File: src/rtl/psg_bus_sequencer.sv
// Bus sequencer for a pair of ym2149 PSGs shared by two requesters.
// Generates address/data/read phases with BDIR-low gaps and a per-chip address cache.
module psg_bus_sequencer #(
  parameter int unsigned PHASE_LEN = 1,
  parameter int unsigned GAP_LEN   = 1
) (
  input  logic       CLK,
  input  logic       RESET,
  input  logic       REQ0,
  input  logic       REQ1,
  input  logic       WE0,
  input  logic       WE1,
  input  logic       CS0,
  input  logic       CS1,
  input  logic [3:0] RA0,
  input  logic [3:0] RA1,
  input  logic [7:0] WD0,
  input  logic [7:0] WD1,
  output logic       ACK0,
  output logic       ACK1,
  output logic [7:0] RD,
  output logic       BUSY,
  output logic       PSG_BDIR,
  output logic       PSG_BC,
  output logic       PSG_CS,
  output logic [7:0] PSG_DO,
  input  logic [7:0] PSG_DI
);

  localparam int unsigned CNT_W = 4;
  localparam logic [CNT_W-1:0] P_LAST = CNT_W'(PHASE_LEN - 1);
  localparam logic [CNT_W-1:0] G_LAST = CNT_W'(GAP_LEN - 1);

  typedef enum logic [2:0] {
    S_IDLE, S_ADDR, S_AGAP, S_DATA, S_DGAP, S_READ, S_ACK
  } state_t;

  state_t           r_state;
  logic [CNT_W-1:0] r_cnt;
  logic             r_port;
  logic             r_last;
  logic             r_we;
  logic             r_cs;
  logic [3:0]       r_ra;
  logic [7:0]       r_wd;
  logic             r_cvalid [2];
  logic [3:0]       r_caddr  [2];

  // Round-robin: on a tie the port not granted last time wins
  logic       w_grant1;
  logic       w_we;
  logic       w_cs;
  logic [3:0] w_ra;
  logic [7:0] w_wd;
  logic       w_hit;

  assign w_grant1 = REQ1 & (~REQ0 | ~r_last);
  assign w_we     = w_grant1 ? WE1 : WE0;
  assign w_cs     = w_grant1 ? CS1 : CS0;
  assign w_ra     = w_grant1 ? RA1 : RA0;
  assign w_wd     = w_grant1 ? WD1 : WD0;
  assign w_hit    = r_cvalid[w_cs] && (r_caddr[w_cs] == w_ra);

  always_ff @(posedge CLK) begin
    if (RESET) begin
      r_state     <= S_IDLE;
      r_cnt       <= '0;
      r_port      <= 1'b0;
      r_last      <= 1'b1;
      r_we        <= 1'b0;
      r_cs        <= 1'b0;
      r_ra        <= '0;
      r_wd        <= '0;
      r_cvalid[0] <= 1'b0;
      r_cvalid[1] <= 1'b0;
      r_caddr[0]  <= '0;
      r_caddr[1]  <= '0;
      ACK0        <= 1'b0;
      ACK1        <= 1'b0;
      RD          <= '0;
      BUSY        <= 1'b0;
      PSG_BDIR    <= 1'b0;
      PSG_BC      <= 1'b0;
      PSG_CS      <= 1'b0;
      PSG_DO      <= '0;
    end else begin
      ACK0 <= 1'b0;
      ACK1 <= 1'b0;
      case (r_state)
        S_IDLE: begin
          if (REQ0 || REQ1) begin
            r_port <= w_grant1;
            r_last <= w_grant1;
            r_we   <= w_we;
            r_cs   <= w_cs;
            r_ra   <= w_ra;
            r_wd   <= w_wd;
            r_cnt  <= '0;
            PSG_CS <= w_cs;
            BUSY   <= 1'b1;
            if (!w_hit) begin
              r_state  <= S_ADDR;
              PSG_BDIR <= 1'b1;
              PSG_BC   <= 1'b1;
              PSG_DO   <= {4'b0000, w_ra};
            end else if (w_we) begin
              r_state  <= S_DATA;
              PSG_BDIR <= 1'b1;
              PSG_BC   <= 1'b0;
              PSG_DO   <= w_wd;
            end else begin
              r_state  <= S_READ;
              PSG_BDIR <= 1'b0;
              PSG_BC   <= 1'b1;
            end
          end
        end
        S_ADDR: begin
          if (r_cnt == P_LAST) begin
            r_cvalid[r_cs] <= 1'b1;
            r_caddr[r_cs]  <= r_ra;
            r_cnt          <= '0;
            r_state        <= S_AGAP;
            PSG_BDIR       <= 1'b0;
            PSG_BC         <= 1'b0;
          end else begin
            r_cnt <= r_cnt + CNT_W'(1);
          end
        end
        S_AGAP: begin
          if (r_cnt == G_LAST) begin
            r_cnt <= '0;
            if (r_we) begin
              r_state  <= S_DATA;
              PSG_BDIR <= 1'b1;
              PSG_DO   <= r_wd;
            end else begin
              r_state <= S_READ;
              PSG_BC  <= 1'b1;
            end
          end else begin
            r_cnt <= r_cnt + CNT_W'(1);
          end
        end
        S_DATA: begin
          if (r_cnt == P_LAST) begin
            r_cnt    <= '0;
            r_state  <= S_DGAP;
            PSG_BDIR <= 1'b0;
          end else begin
            r_cnt <= r_cnt + CNT_W'(1);
          end
        end
        S_DGAP: begin
          if (r_cnt == G_LAST) begin
            r_state <= S_ACK;
            ACK0    <= ~r_port;
            ACK1    <= r_port;
          end else begin
            r_cnt <= r_cnt + CNT_W'(1);
          end
        end
        S_READ: begin
          if (r_cnt == P_LAST) begin
            RD      <= PSG_DI;
            PSG_BC  <= 1'b0;
            r_state <= S_ACK;
            ACK0    <= ~r_port;
            ACK1    <= r_port;
          end else begin
            r_cnt <= r_cnt + CNT_W'(1);
          end
        end
        S_ACK: begin
          r_state <= S_IDLE;
          BUSY    <= 1'b0;
          PSG_DO  <= '0;
        end
        default: r_state <= S_IDLE;
      endcase
    end
  end

endmodule

File: config.mk
export PLATFORM = sky130hd
export DESIGN_NAME = psg_bus_sequencer
export DESIGN_NICKNAME = d
export VERILOG_FILES = /design/src/rtl/psg_bus_sequencer.sv
export SDC_FILE = /design/constraint.sdc
export NUM_CORES = 1
export LEC_CHECK = 0
export BUFFER_PORTS_ARGS = -buffer_cell sky130_fd_sc_hd__buf_2
export CORE_MARGIN = 10
export CORE_UTILIZATION = 45
export DETAILED_ROUTE_END_ITERATION = 10
export HOLD_SLACK_MARGIN = 0.1
export PLACE_DENSITY = 0.68
export SETUP_SLACK_MARGIN = 0.02
export SYNTH_ARGS = -nofsm -noshare
export SYNTH_HDL_FRONTEND = slang
export SYNTH_SLANG_ARGS = --single-unit
export TNS_END_PERCENT = 50
File: constraint.sdc
create_clock -name CLK -period 4.95 [get_ports CLK]
set_clock_uncertainty 0.15 [all_clocks]
set_input_delay 0.99 -clock CLK [delete_from_list [all_inputs] [get_ports CLK]]
set_output_delay 0.99 -clock CLK [all_outputs]
set_load 0.01 [all_outputs]
# Word level (Yosys, flattened, before mapping)
# Memory sizes are Yosys's and may differ from the RTL's.
# Index checks and enable logic that the tools add are counted.
[word_totals]
register_bits = 44
ramBits = 10
in_bits = 40
output_inout_bits = 22
word_cells = 117
mem_count = 2
[memory_table]
columns = ["name", "depth", "word_bits", "rd", "rd_ports_with_merged_regs", "write_ports", "line", "rtl"]
rows = [
  ["r_caddr", 2, 4, 1, 0, 2, "47", "logic [3:0] r_caddr [2];"],
  ["r_cvalid", 2, 1, 1, 0, 2, "46", "logic r_cvalid [2];"],
]
[op_classes]
addsub = 1
n_eq_ne = 18
muxes = 50
bitwise_logic = 7
n_reduce_logical = 24
[ops]
columns = ["op", "n"]
rows = [
  ["8-bit 2-to-1 mux", 6],
  ["1-bit 2-to-1 mux", 25],
  ["3-bit 2-to-1 mux", 8],
  ["8-bit one-hot mux with 3 select lines", 1],
  ["4-bit 2-to-1 mux", 5],
  ["5-bit AND reduction", 4],
  ["3-bit one-hot mux with 5 select lines", 1],
  ["2-bit inequality test (second input constant)", 7],
  ["4-bit one-hot mux with 3 select lines", 1],
  ["3-bit nonzero test", 4],
  ["3-bit equality test (second input constant)", 3],
  ["3-bit by 2-bit equality test with 1-bit output (second input constant)", 2],
  ["2-bit by 1-bit inequality test with 1-bit output (second input constant)", 3],
  ["1-bit one-hot mux with 3 select lines", 2],
  ["2-bit AND reduction", 3],
  ["2-bit OR reduction", 3],
  ["3-bit OR reduction", 2],
  ["1-bit inverter", 5],
  ["4-bit by 1-bit adder with 4-bit output (second input constant)", 1],
  ["4-bit equality test", 1],
  ["4-bit zero test", 1],
  ["4-bit OR reduction", 1],
  ["3-bit by 1-bit equality test with 1-bit output (second input constant)", 1],
  ["3-bit zero test", 1],
  ["9 further kinds", 9],
]

# Longest topological paths before layout
# An unclocked memory read counts as a cell.
[logic_depth]
depth_word = 10
depth_mapped = 10
depth_no_buf = 9

# Worst setup path before layout
# OpenSTA, ideal clock, no wires.
[synth_timing]
kind = "input port to flip-flop"
start = "in REQ1"
end = "reg PSG_DO[5]"
setup_time_ps = 66
arrival_time_ps = 2668
path_slack_ps = 2066
path_stages = 8
path_buffers = 1
cell_sequence = "a21boi_4 > mux2_1 > or3_4 > and4_4 > a31oi_4 > buf_6 > o21ai_2 > a21oi_2"
[synth_via]
elab_chain_cells = 8
word_cells_on_any_way = 17
classes_between = "3 x eq/ne; 8 x mux; 1 x bitwise; 3 x reduce/logical; 2 x memory"
[synth_rtl]
columns = ["item", "line", "rtl"]
rows = [
  ["start, declared", "10", "input logic REQ1,"],
  ["1-bit bitwise AND", "57", "assign w_grant1 = REQ1 & (~REQ0 | ~r_last);"],
  ["1-bit 2-to-1 mux", "59", "assign w_cs = w_grant1 ? CS1 : CS0;"],
  ["memory 2 x 4 bit", "--", ""],
  ["4-bit equality test", "62", "assign w_hit = r_cvalid[w_cs] && (r_caddr[w_cs] == w_ra);"],
  ["1-bit logical AND", "62", ""],
  ["8-bit 2-to-1 mux", "101", "if (!w_hit) begin"],
  ["8-bit 2-to-1 mux", "91", "if (REQ0 || REQ1) begin"],
  ["8-bit one-hot mux with 3 select lines", "89", "case (r_state)"],
  ["end signal, assigned", "105", "PSG_DO <= {4'b0000, w_ra};"],
  ["end signal, assigned", "110", "PSG_DO <= w_wd;"],
  ["end signal, assigned", "136", "PSG_DO <= r_wd;"],
  ["end, declared", "26", "output logic [7:0] PSG_DO,"],
]
# Parallel ways exist; a longest one is shown, timed or not. The select of a mux whose other input is x is not followed.
# A chain may end at the register's enable or synchronous reset.

# Worst setup path in the final report
[layout_timing]
start = "in REQ0"
end = "reg PSG_DO[2]"
[layout_via]
elab_chain_cells = 10
word_cells_on_any_way = 19
classes_between = "3 x eq/ne; 8 x mux; 3 x bitwise; 3 x reduce/logical; 2 x memory"
[layout_rtl]
columns = ["item", "line", "rtl"]
rows = [
  ["start, declared", "9", "input logic REQ0,"],
  ["1-bit inverter", "57", ""],
  ["1-bit bitwise OR", "57", ""],
  ["1-bit bitwise AND", "57", ""],
  ["1-bit 2-to-1 mux", "59", ""],
  ["memory 2 x 4 bit", "--", ""],
  ["4-bit equality test", "62", ""],
  ["1-bit logical AND", "62", ""],
  ["8-bit 2-to-1 mux", "101", ""],
  ["8-bit 2-to-1 mux", "91", ""],
  ["8-bit one-hot mux with 3 select lines", "89", ""],
]
# Parallel ways exist; a longest one is shown, timed or not. The select of a mux whose other input is x is not followed.

==> summary.md <==
| Metric | Value |
|---|---|
| Status | complete, no violations |
| Syn_area_per_cell | 8.67 um2 |
| FMAX | 311 MHz |
| Clock tree from TritonCTS | built |
| Number of synthesized register bits | 54 |
| Die Ht | 98.9 um |
| Antenna violation net count after detailed routing | 0 |
| Via count | 2523 |
| Worst-case vdd ir drop | 0.213 mV |
| Multi-input gate area in the final layout | 1510 um2 |
| Setup bufs post-CTS | 0 |
| Number of enable flip-flop cells after synthesis | 8 |
| Total wire length | 7230 um |
| Hold_buf cts | 0 |
| Maximum number of pins on one net before global-route repair | 35 |
| Crit share post-route | 0.650 |
| Final global-route overflow total | 0 |
| Share of final-layout standard cells stronger than drive strength 1 | 0.237 |
| Ranking of synthesized cells by instance count | nor2_1 (47), dfxtp_1 (46), nand2_1 (26) |
| Die X | 98.9 um |
| Clk root buf | clkbuf_8 |
| Antenna cell count | 0 |
| Number of I/O pins | 62 |
| Clock net sink count | 54 |
| Netlist Area Pre-Place | 2800 um2 |
| Clock latency of the later-clocked register in the worst-skew pair | 310 ps |
| Top-area cell type share of the netlist area | 0.329 |
| Sequential cell area fraction in the yosys report | 0.414 |
| Number of synthesis warnings | 0 |
| 1st-iter DRT viols | 151 |
| Post-synth net total | 365 |
| Slew Viols, Final | 0 |
| # setup viols final | 0 |
| Syn Inst Count | 323 |
| Start-to-end type of the worst setup path | in2reg |
| Synth-to-layout area growth | 15.3% |
| Count of final hold-check violations | 0 |
| Final critical-path required period | 3220 ps |
| Most used DFF post-synth | dfxtp_1 |
| Post-route core utilization | 0.539 |
| Register area | 1160 um2 |
| # resized after CTS | 0 |
| Vias per Instance | 5.61 |
| CTS H-tree lvls | 2 |
| Cts bufs inserted | 5 |
| Pin slew with the least headroom to its limit | 1150 ps |
| HPWL Detailed | 5350 um |
| Global-route wire length before repair | 12000 um |
| GRT Total Usage | 0.147 |
| Fillers | 582 |
| Residual DRC count | 0 |
| Initial Util | 0.468 |
| Length of the first detailed-routing pass in iterations | 4 |
| Worst slack on hold paths | 305 ps |
| Total core area | 5990 um2 |
| Post-synth cell types | 52 |
| Final worst-path setup slack | 1730 ps |
| Vias in the first global route | 2533 |
| Required time at the worst-slack endpoint | 5040 ps |
| Post-Place Worst Slack | 1430 ps |
| Row count | 28 |
| Max cap viols | 0 |
| Net count of the finished layout | 416 |
| Number of buffers on the longest clock path | 2 |
| Class of the tightest hold or removal check | reg2reg |
| CP Launch Type | primary input |
| Leading post-synthesis cells by cell area | dfxtp_1 (33%), mux2i_1 (8.6%), edfxtp_1 (8.6%) |
| Clock-pin slew on the worst setup and hold paths | 90 ps |
| Post-synth top area cell | dfxtp_1 |
| Setup TNS | 0 ps |
| Port Buffers | 61 |
| Antenna violations before repair | 0 |
| Leakage power total | 1.43 nW |
| Wirelength per Cell | 16.1 um |
| Capturing element type of the critical path | flop |
| Pwr Density | 487 nW/um2 |
| Unrepaired setup endpoints after global routing | no |
| Share of synthesized registers carrying an async set or reset | 0 |
| Largest driver fanout on the critical path | 16 |
| Arrival time worst endpoint | 3310 ps |
| Final estimated routing congestion in global placement | 0.859 |
| Full die area | 9780 um2 |
| Most frequent cell after synthesis | nor2_1 |
| Remaining max-slew budget at the tightest pin | 0.232 |
## path summary, 6_finish.rpt
path                to  startpoint  slack (ps)  cells after the start
min               ACK0      r_port         310                      1
max          PSG_DO[2]        REQ0        1730                      8
min reg2reg       ACK0      r_port         310                      1
max reg2reg  PSG_DO[2]      r_last        2180                      7
## metal layers
layer,routed length (um),GRT usage
met5,0,0
met4,78,0.0375
met3,389,0.0454
met2,3630,0.258
met1,3140,0.169
## flip-flops by register name, indices dropped and copies added (netlist names)
| signal | flops |
|---|---|
| PSG_DO | 8 |
| PSG_BDIR | 1 |
| RD | 8 |
| r_wd | 8 |
| r_cs | 1 |
| r_we | 1 |
| r_state | 3 |
| r_caddr | 8 |
| PSG_BC | 1 |
| r_port | 1 |
| ACK0 | 1 |
| r_last | 1 |
| r_ra | 4 |
| r_cnt | 4 |
| ACK1 | 1 |
| BUSY | 1 |
| r_cvalid | 2 |
## cell type report
cell class / instances / share of cell area
multi-input cells: 242 / 0.469
flip-flops and latches: 54 / 0.360
repair buffers: 63 / 0.0992
clock buffers: 8 / 0.0341
well taps: 75 / 0.0291
inverters: 8 / 0.00930
## cells in the final DEF, fill, tap and decap left out, types with 4 or more instances in the layout
cell	count
nor3_1	9
nand2b_1	8
nand4_1	4
nand2_1	26
clkbuf_8	8
buf_2	61
and2_1	8
a31oi_1	6
a211oi_1	13
inv_1	8
a22oi_1	5
nor2_1	47
mux2i_1	24
o21ai_0	17
or3_1	4
nand3_1	6
a21oi_1	20
edfxtp_1	8
dfxtp_1	46
## per-stage QoR
| stage | cells | power (mW) | instance area, um2 |
|---|---|---|---|
| floorplan | 323 | 1.13 | 2800 |
| global placement | 442 | 1.28 | 3120 |
| detailed placement | 442 | 1.30 | 3120 |
| CTS | 450 | 1.58 | 3230 |
| global route | 450 | 1.70 | 3230 |
| finish | 450 | 1.57 | 3230 |
## critical path, cell delays in order
cell	delay [ps]
buf_2	140
a21boi_4	440
mux2_1	400
or3_4	410
and4_4	200
a31oi_4	400
o21ai_0	140
a31oi_1	170
## power breakdown
part	total, mW	internal (mW)	leakage, nW	switching [mW]
Sequential	0.661	0.561	0.461	0.100
Clock	0.281	0.141	0.0575	0.139
Combinational	0.630	0.254	0.909	0.377
## logic make-up (layout without fill, tap and decap cells)
group / Yosys count / in the layout / synth area share
adder cells (fa/ha/maj): 2 / 2 / 0.00893
buffers and inverters: 27 / 79 / 0.0460
multiplexers: 27 / 27 / 0.0978
XOR/XNOR: 3 / 3 / 0.00938
flip-flops: 54 / 54 / 0.414
AO/OA/AOI/OAI: 83 / 83 / 0.201
AND/OR/NAND/NOR: 127 / 127 / 0.223
Note: power is estimated with default switching activity, not from simulation.
